<file path="src/rtl/muldiv_seq_unit.sv">
// Sequential RV32M execution unit: 2-cycle multiply, 32-step restoring divide,
// start/busy/result_valid handshake with pipeline flush.
module muldiv_seq_unit #(
  parameter int WIDTH     = 32,
  parameter int ITER_BITS = 6
) (
  input  logic             i_clk,
  input  logic             i_reset,
  input  logic             i_start,
  input  logic [4:0]       i_alu_control,
  input  logic [WIDTH-1:0] i_data1,
  input  logic [WIDTH-1:0] i_data2,
  input  logic             i_flush,
  output logic             o_busy,
  output logic             o_result_valid,
  output logic [WIDTH-1:0] o_result
);

  typedef enum logic [1:0] {S_IDLE, S_MUL, S_DIV, S_DONE} state_t;

  localparam logic [WIDTH-1:0] MIN_NEG = {1'b1, {(WIDTH-1){1'b0}}};

  state_t               r_state;
  logic                 r_busy;
  logic                 r_result_valid;
  logic [WIDTH-1:0]     r_result;
  logic [WIDTH-1:0]     r_quo;
  logic [WIDTH-1:0]     r_rem;
  logic [WIDTH-1:0]     r_divisor;
  logic [ITER_BITS-1:0] r_count;
  logic [1:0]           r_op;
  logic                 r_neg_q;
  logic                 r_neg_r;

  logic                 w_accept;
  logic                 w_is_div;
  logic                 w_div_signed;
  logic                 w_div_rem;
  logic                 w_div_zero;
  logic                 w_overflow;
  logic [WIDTH-1:0]     w_abs1;
  logic [WIDTH-1:0]     w_abs2;
  logic [WIDTH-1:0]     w_special;
  logic                 w_mul_a_signed;
  logic                 w_mul_b_signed;
  logic [2*WIDTH-1:0]   w_mul_a;
  logic [2*WIDTH-1:0]   w_mul_b;
  logic [2*WIDTH-1:0]   w_product;
  logic [WIDTH-1:0]     w_mul_result;
  logic [WIDTH:0]       w_shifted;
  logic [WIDTH:0]       w_trial;
  logic [WIDTH-1:0]     w_quo_final;
  logic [WIDTH-1:0]     w_rem_final;
  logic [WIDTH-1:0]     w_div_result;

  // Accept-time decode: op class, operand magnitudes and the two shortcut divide cases.
  always_comb begin
    w_accept     = i_start && !i_flush && (r_state == S_IDLE) && (i_alu_control[4:3] == 2'b01);
    w_is_div     = i_alu_control[2];
    w_div_signed = !i_alu_control[0];
    w_div_rem    = i_alu_control[1];
    w_abs1       = (w_div_signed && i_data1[WIDTH-1]) ? -i_data1 : i_data1;
    w_abs2       = (w_div_signed && i_data2[WIDTH-1]) ? -i_data2 : i_data2;
    w_div_zero   = (i_data2 == '0);
    w_overflow   = w_div_signed && (i_data1 == MIN_NEG) && (i_data2 == '1);
    w_special    = '0;
    if (w_div_zero) begin
      w_special = w_div_rem ? i_data1 : '1;
    end else if (w_overflow) begin
      w_special = w_div_rem ? '0 : MIN_NEG;
    end
  end

  // Sign-extending both operands to 2*WIDTH makes one unsigned multiply cover every signedness mix.
  always_comb begin
    w_mul_a_signed = (r_op == 2'b01) || (r_op == 2'b11);
    w_mul_b_signed = (r_op == 2'b01);
    w_mul_a        = {{WIDTH{w_mul_a_signed & r_quo[WIDTH-1]}}, r_quo};
    w_mul_b        = {{WIDTH{w_mul_b_signed & r_divisor[WIDTH-1]}}, r_divisor};
    w_product      = w_mul_a * w_mul_b;
    w_mul_result   = (r_op == 2'b00) ? w_product[WIDTH-1:0] : w_product[2*WIDTH-1:WIDTH];
  end

  always_comb begin
    w_shifted    = {r_rem, r_quo[WIDTH-1]};
    w_trial      = w_shifted - {1'b0, r_divisor};
    w_quo_final  = r_neg_q ? -r_quo : r_quo;
    w_rem_final  = r_neg_r ? -r_rem : r_rem;
    w_div_result = r_op[1] ? w_rem_final : w_quo_final;
  end

  // Results are registered on the edge into DONE so result_valid lines up with the DONE cycle.
  always_ff @(posedge i_clk) begin
    if (i_reset) begin
      r_state        <= S_IDLE;
      r_busy         <= 1'b0;
      r_result_valid <= 1'b0;
      r_result       <= '0;
      r_quo          <= '0;
      r_rem          <= '0;
      r_divisor      <= '0;
      r_count        <= '0;
      r_op           <= '0;
      r_neg_q        <= 1'b0;
      r_neg_r        <= 1'b0;
    end else begin
      case (r_state)
        S_IDLE: begin
          r_result_valid <= 1'b0;
          if (w_accept) begin
            r_op    <= i_alu_control[1:0];
            r_count <= '0;
            r_busy  <= 1'b1;
            if (!w_is_div) begin
              r_quo     <= i_data1;
              r_divisor <= i_data2;
              r_rem     <= '0;
              r_state   <= S_MUL;
            end else if (w_div_zero || w_overflow) begin
              r_result       <= w_special;
              r_result_valid <= 1'b1;
              r_state        <= S_DONE;
            end else begin
              r_quo     <= w_abs1;
              r_divisor <= w_abs2;
              r_rem     <= '0;
              r_neg_q   <= w_div_signed && (i_data1[WIDTH-1] ^ i_data2[WIDTH-1]);
              r_neg_r   <= w_div_signed && i_data1[WIDTH-1];
              r_state   <= S_DIV;
            end
          end
        end
        S_MUL: begin
          if (i_flush) begin
            r_state <= S_IDLE;
            r_busy  <= 1'b0;
            r_count <= '0;
          end else begin
            r_result       <= w_mul_result;
            r_result_valid <= 1'b1;
            r_state        <= S_DONE;
          end
        end
        S_DIV: begin
          if (i_flush) begin
            r_state <= S_IDLE;
            r_busy  <= 1'b0;
            r_count <= '0;
          end else if (r_count == ITER_BITS'(WIDTH)) begin
            r_result       <= w_div_result;
            r_result_valid <= 1'b1;
            r_state        <= S_DONE;
          end else begin
            r_rem   <= w_trial[WIDTH] ? w_shifted[WIDTH-1:0] : w_trial[WIDTH-1:0];
            r_quo   <= {r_quo[WIDTH-2:0], ~w_trial[WIDTH]};
            r_count <= r_count + ITER_BITS'(1);
          end
        end
        S_DONE: begin
          r_result_valid <= 1'b0;
          r_busy         <= 1'b0;
          r_state        <= S_IDLE;
        end
        default: begin
          r_result_valid <= 1'b0;
          r_busy         <= 1'b0;
          r_state        <= S_IDLE;
        end
      endcase
    end
  end

  assign o_busy         = r_busy;
  assign o_result_valid = r_result_valid;
  assign o_result       = r_result;

endmodule

</file>
<file path="config.mk">
export PLATFORM = sky130hd
export DESIGN_NAME = muldiv_seq_unit
export DESIGN_NICKNAME = d
export VERILOG_FILES = /design/src/rtl/muldiv_seq_unit.sv
export SDC_FILE = /design/constraint.sdc
export NUM_CORES = 2
export LEC_CHECK = 0
export CORE_UTILIZATION = 43
export CTS_CLUSTER_DIAMETER = 30
export DETAILED_ROUTE_END_ITERATION = 8
export GPL_ROUTABILITY_DRIVEN = 0
export GPL_TIMING_DRIVEN = 0
export SKIP_CTS_REPAIR_TIMING = 1
export SLEW_MARGIN = 20
export SYNTH_ARGS = -nofsm -noshare
export SYNTH_HDL_FRONTEND = slang
export SYNTH_SLANG_ARGS = --single-unit
export TNS_END_PERCENT = 100
</file>
<file path="constraint.sdc">
create_clock -name i_clk -period 14.16 [get_ports i_clk]
set_input_delay 4.248 -clock i_clk [delete_from_list [all_inputs] [get_ports i_clk]]
set_output_delay 4.248 -clock i_clk [all_outputs]
set_load 0.05 [all_outputs]
</file>
==> After elaboration in Yosys (flattened, before gate mapping) <==
Index checks and enable logic that the tools add are counted.
{ "totals": {"inputBits": 73, "reg_bits": 142, "word_cells": 126, "out_inout_bits": 34} }
{ "classes": {"add_sub_neg": 6, "bitwise_logic": 5, "n_eq_ne": 22, "muxes": 54, "reduce_logical": 27, "n_mul": 1} }
{ "ops": {"columns": ["operator", "n"], "rows": [
  ["32-bit two-way mux", 29],
  ["32-bit negation", 4],
  ["32-bit case mux with 2 select lines", 2],
  ["32-bit case mux with 3 select lines", 1],
  ["32-bit == test (second input constant)", 2],
  ["33-bit by 33-bit multiplier with 64-bit output", 1],
  ["33-bit by 32-bit subtractor with 33-bit output", 1],
  ["32-bit zero test", 1],
  ["6-bit two-way mux", 4],
  ["6-bit case mux with 3 select lines", 1],
  ["2-bit inequality test (second input constant)", 8],
  ["2-bit two-way mux", 5],
  ["1-bit two-way mux", 9],
  ["3-bit inequality test (second input constant)", 3],
  ["1-bit logical AND", 8],
  ["2-bit case mux with 4 select lines", 1],
  ["4-bit AND reduction", 2],
  ["7-bit AND reduction", 1],
  ["6-bit by 1-bit adder with 6-bit output (second input constant)", 1],
  ["2-bit by 1-bit == test with 1-bit output (second input constant)", 3],
  ["2-bit == test (second input constant)", 3],
  ["6-bit == test (second input constant)", 1],
  ["2-bit AND reduction", 3],
  ["3-bit AND reduction", 2],
  ["13 further kinds", 19]
]} }

==> Depth between registers and ports, before layout <==
{ "depth": {"word_depth": 9, "ltp_mapped": 32} }

==> Least setup slack after synthesis <==
OpenSTA, ideal clock, no wires.
{ "synth_timing": {"path_kind": "flip-flop to flip-flop", "from": "register r_quo[31]", "to": "register r_result[28] (netlist: o_result[28])", "setup_ps": 114, "arrival_time_ps": 8244, "path_stages_with_launch": 29, "synth_period_minus_slack_ps": 8359, "setup_slack_ps": 5801, "path_buffers": 3, "cell_sequence": "dfxtp_1 > and2_1 > clkbuf_1 > clkbuf_1 > nand2_1 > fa_1 > fa_1 > inv_1 > fa_1 > inv_1 > fa_1 > inv_1 > fa_1 > fa_1 > fa_1 > inv_1 > fa_1 > inv_1 > ha_1 > clkbuf_1 > a21o_1 > a21o_1 > a21oi_1 > o22ai_1 > nor4bb_1 > o21ai_0 > xor2_1 > a21oi_1 > a2111oi_0"} }
{ "synth_via": {"elab_chain_len": 5} }
{ "synth_lines": {"columns": ["item", "line", "rtl"], "rows": [
  ["start: declaration", "27", "logic [WIDTH-1:0] r_quo;"],
  ["start signal: assignment", "115", "r_quo <= i_data1;"],
  ["start signal: assignment", "124", "r_quo <= w_abs1;"],
  ["start signal: assignment", "155", "r_quo <= {r_quo[WIDTH-2:0], ~w_trial[WIDTH]};"],
  ["1-bit bitwise AND", "78", "w_mul_a = {{WIDTH{w_mul_a_signed & r_quo[WIDTH-1]}}, r_quo};"],
  ["33-bit by 33-bit multiplier with 64-bit output (*)", "80", "w_product = w_mul_a * w_mul_b;"],
  ["32-bit two-way mux (*)", "81", "w_mul_result = (r_op == 2'b00) ? w_product[WIDTH-1:0] : w_product[2*WIDTH-1:WIDTH];"],
  ["32-bit two-way mux (*)", "134", "if (i_flush) begin"],
  ["32-bit case mux with 3 select lines (*)", "107", "case (r_state)"],
  ["end signal: assignment", "120", "r_result <= w_special;"],
  ["end signal: assignment", "139", "r_result <= w_mul_result;"],
  ["end signal: assignment", "150", "r_result <= w_div_result;"],
  ["end: declaration", "26", "logic [WIDTH-1:0] r_result;"]
]} }
Mark *: on every way between the ends. The rest lies on a longest branch, timed or not. The select of a mux whose other input is x is not followed.
A chain may end at the register's enable or synchronous reset.

==> Worst setup path in the final report <==
{ "layout_timing": {"from": "register r_op[1]", "to": "register r_result[28] (netlist: o_result[28])"} }
{ "layout_via": {"elab_chain_len": 7, "word_cells_on_any_way": 13} }
{ "layout_lines": {"columns": ["item", "line", "rtl"], "rows": [
  ["start: declaration", "31", "logic [1:0] r_op;"],
  ["start signal: assignment", "111", "r_op <= i_alu_control[1:0];"],
  ["2-bit by 1-bit == test with 1-bit output / 2-bit == test (equally long branches)", "76, 77", null],
  ["1-bit logical OR", "76", "w_mul_a_signed = (r_op == 2'b01) || (r_op == 2'b11);"],
  ["1-bit bitwise AND", "78", null],
  ["33-bit by 33-bit multiplier with 64-bit output", "80", null],
  ["32-bit two-way mux", "81", null],
  ["32-bit two-way mux", "134", null],
  ["32-bit case mux with 3 select lines (*)", "107", null]
]} }
Marks and branches as above.

==> flow_summary.html <==
<table>
<tr><th>Metric</th><th>Value</th></tr>
<tr><th colspan="2">Yosys</th></tr>
<tr><td>Number of synthesis warnings</td><td>0</td></tr>
<tr><td>Post-synth cell types</td><td>82</td></tr>
<tr><td>Simple logic cell fraction of the synthesized area</td><td>15.8%</td></tr>
<tr><td>Sequential-to-total area share from yosys stat</td><td>5.73%</td></tr>
<tr><td>Syn Nets</td><td>7386</td></tr>
<tr><td>Synthesized-area fraction occupied by ao, oa, aoi and oai cells</td><td>9.36%</td></tr>
<tr><td>Fraction of the mapped netlist area in adder cells</td><td>51.9%</td></tr>
<tr><td>Share of the synthesized netlist area taken by xor and xnor gates</td><td>3.81%</td></tr>
<tr><td>Synth Cell Area</td><td>0.0496 mm^2</td></tr>
<tr><td>Proportion of synthesized flip-flops having asynchronous set or reset</td><td>0%</td></tr>
<tr><td>Main combinational cell family by area after synthesis</td><td>adder cells</td></tr>
<tr><td>Post-Syn Instances</td><td>5931</td></tr>
<tr><td>Number of flops mapped to enable cells by yosys</td><td>0</td></tr>
<tr><td>Portion of netlist area occupied by mux cells</td><td>0.817%</td></tr>
<tr><td>Post-synthesis average cell area</td><td>8.36 um^2</td></tr>
<tr><td>#FFs+latches synth</td><td>142</td></tr>
<tr><td>Most used flip-flop cell after synthesis</td><td>sky130_fd_sc_hd__dfxtp_1</td></tr>
<tr><th colspan="2">Worst setup path</th></tr>
<tr><td>Highest cell delay on the worst timing path</td><td>0.79 ns</td></tr>
<tr><td>Crit. Startpoint</td><td>r_op[1]$_SDFFE_PP0P_</td></tr>
<tr><td>Endpoint class of the critical path</td><td>flop</td></tr>
<tr><td>Critical Path Fanout Max</td><td>10</td></tr>
<tr><td>Critical Path Slowest Stage Cell</td><td>sky130_fd_sc_hd__nor4bb_1</td></tr>
<tr><td>Slack of the worst reg-to-reg path</td><td>2.83 ns</td></tr>
<tr><td>Launching element type of the critical path</td><td>flop</td></tr>
<tr><td>Worst r2r dst</td><td>o_result[28]$_SDFFE_PP0P_</td></tr>
<tr><td>Worst reg2reg path startpoint</td><td>r_op[1]$_SDFFE_PP0P_</td></tr>
<tr><td>Worst reg2reg path depth</td><td>28</td></tr>
<tr><td>Data required, critical path</td><td>14.52 ns</td></tr>
<tr><td>Category of the critical setup timing path</td><td>reg -&gt; reg</td></tr>
<tr><td>Endpoint arrival time on the critical path</td><td>11.69 ns</td></tr>
<tr><td>Cell seen most often among critical-path stages</td><td>sky130_fd_sc_hd__fa_1</td></tr>
<tr><th colspan="2">Outcome</th></tr>
<tr><td>Result of the run</td><td>complete, no violations</td></tr>
<tr><th colspan="2">Clock tree</th></tr>
<tr><td>Clock Latency Late Sink</td><td>0.47 ns</td></tr>
<tr><td>Clock root buffer</td><td>sky130_fd_sc_hd__clkbuf_16</td></tr>
<tr><td>Total clock buffers created by CTS</td><td>17</td></tr>
<tr><td>Clock input transition at the sequential cells of the worst setup and hold paths</td><td>0.07 ns</td></tr>
<tr><td>Clock tree from TritonCTS</td><td>built</td></tr>
<tr><td>Number of levels the H-tree was split into</td><td>4</td></tr>
<tr><td># clock sinks</td><td>142</td></tr>
<tr><td>Deepest clock path buffer count</td><td>2</td></tr>
<tr><th colspan="2">Global route</th></tr>
<tr><td>Initial antenna violation count</td><td>13</td></tr>
<tr><td>Via count of the first global-routing pass</td><td>43400</td></tr>
<tr><td>Maximum number of pins on one net before global-route repair</td><td>18</td></tr>
<tr><td>Global-route congestion overflow total</td><td>0</td></tr>
<tr><td>Total Routing Usage GR</td><td>34.5%</td></tr>
<tr><td>First-pass GRT wire length</td><td>290000 um</td></tr>
<tr><th colspan="2">Floorplan</th></tr>
<tr><td>Core region area</td><td>0.114 mm^2</td></tr>
<tr><td>Boundary Pins</td><td>107</td></tr>
<tr><td>Initial Util</td><td>43.4%</td></tr>
<tr><td>Die Wd</td><td>342 um</td></tr>
<tr><td>Total Die Area</td><td>0.117 mm^2</td></tr>
<tr><td>Chip height</td><td>342 um</td></tr>
<tr><td>Std-Cell Rows</td><td>124</td></tr>
<tr><th colspan="2">Timing</th></tr>
<tr><td>Top achievable clock speed</td><td>88.2 MHz</td></tr>
<tr><td>Setup TNS</td><td>0 ns</td></tr>
<tr><td>Time the worst path needs with I/O delays and setup</td><td>11.33 ns</td></tr>
<tr><td>Final number of max-transition violations</td><td>0</td></tr>
<tr><td>Worst Tran Pin Value</td><td>1.29 ns</td></tr>
<tr><td>Tcrit/Tclk final</td><td>80.0%</td></tr>
<tr><td>Hold Violations, Final</td><td>0</td></tr>
<tr><td>Final setup viols</td><td>0</td></tr>
<tr><td>RSZ-0062 raised after global routing</td><td>false</td></tr>
<tr><td>Tightest slew margin relative to the limit</td><td>13.8%</td></tr>
<tr><td>Maximum clock skew at final layout</td><td>0.0175 ns</td></tr>
<tr><td>Smallest setup slack after layout</td><td>2.83 ns</td></tr>
<tr><th colspan="2">Placed design</th></tr>
<tr><td>Port bufs</td><td>101</td></tr>
<tr><td>Pre-CTS setup slack</td><td>3.12 ns</td></tr>
<tr><td>Dpl cells</td><td>7545</td></tr>
<tr><td>Placed wire-length estimate after detailed placement</td><td>168000 um</td></tr>
<tr><th colspan="2">Drt</th></tr>
<tr><td>Avg WL per Cell</td><td>26.3 um</td></tr>
<tr><td>Post-DRT Antenna Nets</td><td>0</td></tr>
<tr><td>Ratio of routed vias to standard cells</td><td>5.72</td></tr>
<tr><td>Routed wire length</td><td>200000 um</td></tr>
<tr><td>Via Count</td><td>43400</td></tr>
<tr><td>Number of iterations in the first detailed-routing pass</td><td>9</td></tr>
<tr><td>Starting DRC count in detailed routing</td><td>5078</td></tr>
<tr><td>DRC violation count after routing</td><td>0</td></tr>
<tr><th colspan="2">Finish</th></tr>
<tr><td>Number of nets in the final layout</td><td>7507</td></tr>
<tr><td>Area added between synthesis and finish</td><td>7.13%</td></tr>
<tr><td>Share of post-route cells with drive strength above 1</td><td>1.50%</td></tr>
<tr><td>Count of placed standard cells in the final layout, fillers left out</td><td>7589</td></tr>
<tr><td>Filler instances</td><td>11400</td></tr>
<tr><th colspan="2">Worst hold path</th></tr>
<tr><td>Hold Path Origin</td><td>o_result[20]$_SDFFE_PP0P_</td></tr>
<tr><td>Count of cells along the worst hold path</td><td>2</td></tr>
<tr><td>Worst Hold Path EP</td><td>o_result[20]$_SDFFE_PP0P_</td></tr>
<tr><td>Type of the worst min-delay path</td><td>reg -&gt; reg</td></tr>
<tr><th colspan="2">Power and ir drop</th></tr>
<tr><td>IR Drop Worst-Case VDD</td><td>0.123 mV</td></tr>
<tr><td>Power per cell area</td><td>80.1 mW/mm^2</td></tr>
<tr><td>LEAKAGE</td><td>24.2 nW</td></tr>
<tr><th colspan="2">Flow run</th></tr>
<tr><td>Max cap viols</td><td>0</td></tr>
</table>
[flip-flops by register name, indices dropped and copies added, names as in the netlist]
name / flops
r_count: 6
r_op: 2
r_neg_r: 1
r_state: 2
o_result_valid: 1
o_result: 32
r_neg_q: 1
o_busy: 1
r_quo: 32
r_divisor: 32
r_rem: 32
[metrics by stage]
step                      area [um^2]  power [mW]  util [%]  hold slack (ns)
final                           53100        4.26      46.5            0.469
after global routing            53100        4.38      46.4            0.486
after CTS                       53100        4.08      46.4            0.473
after detailed placement        52500        3.62      45.9            0.449
after global placement          52500        3.61      45.9            0.442
after floorplan                 49600        2.29         -            0.471
[cell type report]
class | count | area, um^2 | share of cell area [%]
well taps | 1512 | 1890 | 3.56
inverters | 1272 | 4770 | 8.98
clock inverters | 14 | 136 | 0.257
plain buffers | 380 | 1460 | 2.75
clock buffers | 18 | 429 | 0.808
diodes | 12 | 30.0 | 0.0565
multi-input cells | 4137 | 40500 | 76.3
flip-flops and latches | 142 | 2840 | 5.35
repair buffers | 102 | 1040 | 1.95
[logic make-up after synthesis]
group | count (synthesis)
simple gates | 1768
buf+inv | 1652
fa+ha+maj | 1382
compound gates | 731
xor+xnor | 216
flops | 142
mux | 40
[routing by layer]
layer  vias up  track usage (%)  wire length [um]
li1      18200                -                 -
met4         8             18.4             13700
met2      2780             50.8             83700
met5         -           0.0408                53
met3       670             12.0             26700
met1     21800             44.5             75500
[synthesized netlist by cell type, types with 5 or more instances]
library cell / instances / share of area [%]
sky130_fd_sc_hd__o21ai_1: 5 / 0.050
sky130_fd_sc_hd__dfxtp_1: 142 / 5.7
sky130_fd_sc_hd__nand2_1: 972 / 7.4
sky130_fd_sc_hd__mux2i_1: 36 / 0.73
sky130_fd_sc_hd__nor3_1: 40 / 0.40
sky130_fd_sc_hd__o21a_1: 16 / 0.24
sky130_fd_sc_hd__or2_2: 12 / 0.15
sky130_fd_sc_hd__a211oi_1: 46 / 0.70
sky130_fd_sc_hd__or3_1: 24 / 0.30
sky130_fd_sc_hd__o41ai_1: 20 / 0.35
sky130_fd_sc_hd__a31oi_1: 16 / 0.20
sky130_fd_sc_hd__nand2b_1: 28 / 0.35
sky130_fd_sc_hd__or4_1: 12 / 0.18
sky130_fd_sc_hd__xnor2_1: 127 / 2.2
sky130_fd_sc_hd__xor2_1: 89 / 1.6
sky130_fd_sc_hd__nand4_1: 43 / 0.54
sky130_fd_sc_hd__o21ai_0: 173 / 1.7
sky130_fd_sc_hd__clkbuf_1: 315 / 2.4
sky130_fd_sc_hd__fa_1: 1126 / 45
sky130_fd_sc_hd__a21boi_0: 5 / 0.076
sky130_fd_sc_hd__nand3_1: 31 / 0.31
sky130_fd_sc_hd__a21o_1: 59 / 0.89
sky130_fd_sc_hd__o31ai_1: 30 / 0.45
sky130_fd_sc_hd__o221ai_1: 8 / 0.14
sky130_fd_sc_hd__nor4_1: 18 / 0.23
sky130_fd_sc_hd__nor2b_1: 15 / 0.19
sky130_fd_sc_hd__buf_2: 15 / 0.15
sky130_fd_sc_hd__inv_1: 1271 / 9.6
sky130_fd_sc_hd__and3_1: 16 / 0.20
sky130_fd_sc_hd__o211ai_1: 27 / 0.41
sky130_fd_sc_hd__nor2_1: 306 / 2.3
sky130_fd_sc_hd__buf_1: 48 / 0.36
sky130_fd_sc_hd__a21oi_1: 226 / 2.3
sky130_fd_sc_hd__and2_1: 234 / 3.0
sky130_fd_sc_hd__ha_1: 256 / 6.5
sky130_fd_sc_hd__o21bai_1: 16 / 0.24
sky130_fd_sc_hd__a2111oi_0: 10 / 0.18
sky130_fd_sc_hd__a221oi_1: 18 / 0.32
sky130_fd_sc_hd__o2111ai_1: 7 / 0.12
[worst max path at each step]
stage | end | slack [ns] | depth (start not counted)
after CTS | o_result[28]$_SDFFE_PP0P_ | 3.08 | 28
after floorplan | o_result[28]$_SDFFE_PP0P_ | 5.80 | 28
after global placement | o_result[28]$_SDFFE_PP0P_ | 2.87 | 28
after detailed placement | o_result[28]$_SDFFE_PP0P_ | 3.12 | 28
final | o_result[28]$_SDFFE_PP0P_ | 2.83 | 28
after global routing | o_result[28]$_SDFFE_PP0P_ | 2.53 | 28
[cells in the final DEF (no fill, tap or decap), types with 10 or more instances in the layout]
cell,synthesis,final
sky130_fd_sc_hd__a2111oi_0,10,10
sky130_fd_sc_hd__mux2i_1,36,36
sky130_fd_sc_hd__nor3_1,40,40
sky130_fd_sc_hd__o211ai_1,27,27
sky130_fd_sc_hd__buf_1,48,47
sky130_fd_sc_hd__or2_2,12,12
sky130_fd_sc_hd__nand3_1,31,31
sky130_fd_sc_hd__nor2b_1,15,15
sky130_fd_sc_hd__o41ai_1,20,20
sky130_fd_sc_hd__xor2_1,89,89
sky130_fd_sc_hd__and2_1,234,234
sky130_fd_sc_hd__nor4_1,18,18
sky130_fd_sc_hd__and3_1,16,16
sky130_fd_sc_hd__or4_1,12,12
sky130_fd_sc_hd__a21o_1,59,59
sky130_fd_sc_hd__or3_1,24,24
sky130_fd_sc_hd__nand4_1,43,43
sky130_fd_sc_hd__buf_2,15,15
sky130_fd_sc_hd__a21oi_1,226,226
sky130_fd_sc_hd__o31ai_1,30,30
sky130_fd_sc_hd__o21ai_0,173,173
sky130_fd_sc_hd__xnor2_1,127,127
sky130_fd_sc_hd__nor2_1,306,306
sky130_fd_sc_hd__clkbuf_1,315,312
sky130_fd_sc_hd__fa_1,1126,1125
sky130_fd_sc_hd__clkbuf_16,0,17
sky130_fd_sc_hd__clkdlybuf4s50_1,0,101
sky130_fd_sc_hd__inv_1,1271,1271
sky130_fd_sc_hd__a221oi_1,18,18
sky130_fd_sc_hd__diode_2,0,12
sky130_fd_sc_hd__nand2b_1,28,28
sky130_fd_sc_hd__ha_1,256,256
sky130_fd_sc_hd__a211oi_1,46,46
sky130_fd_sc_hd__a31oi_1,16,16
sky130_fd_sc_hd__nand2_1,972,972
sky130_fd_sc_hd__dfxtp_1,142,142
sky130_fd_sc_hd__o21bai_1,16,16
sky130_fd_sc_hd__o21a_1,16,16
[report_power, final]
part	leakage (nW)	internal (mW)	switching, mW	total, mW
registers	1.15	0.468	0.0612	0.529
logic	22.8	0.831	2.44	3.27
clock network	0.268	0.244	0.216	0.460
total	24.2	1.54	2.71	4.26
[critical path: cells and delay by family (launching register included)]
family	cells	cell delay, ns
AOI/OAI and AO/OA	9	2.43
buffers and inverters	6	2.67
adders and majority gates	9	4.33
and+or+nand+nor	3	1.16
xor gates and xnor gates	1	0.31
DFF	1	0.31
Note: power is estimated with default switching activity, not from simulation.
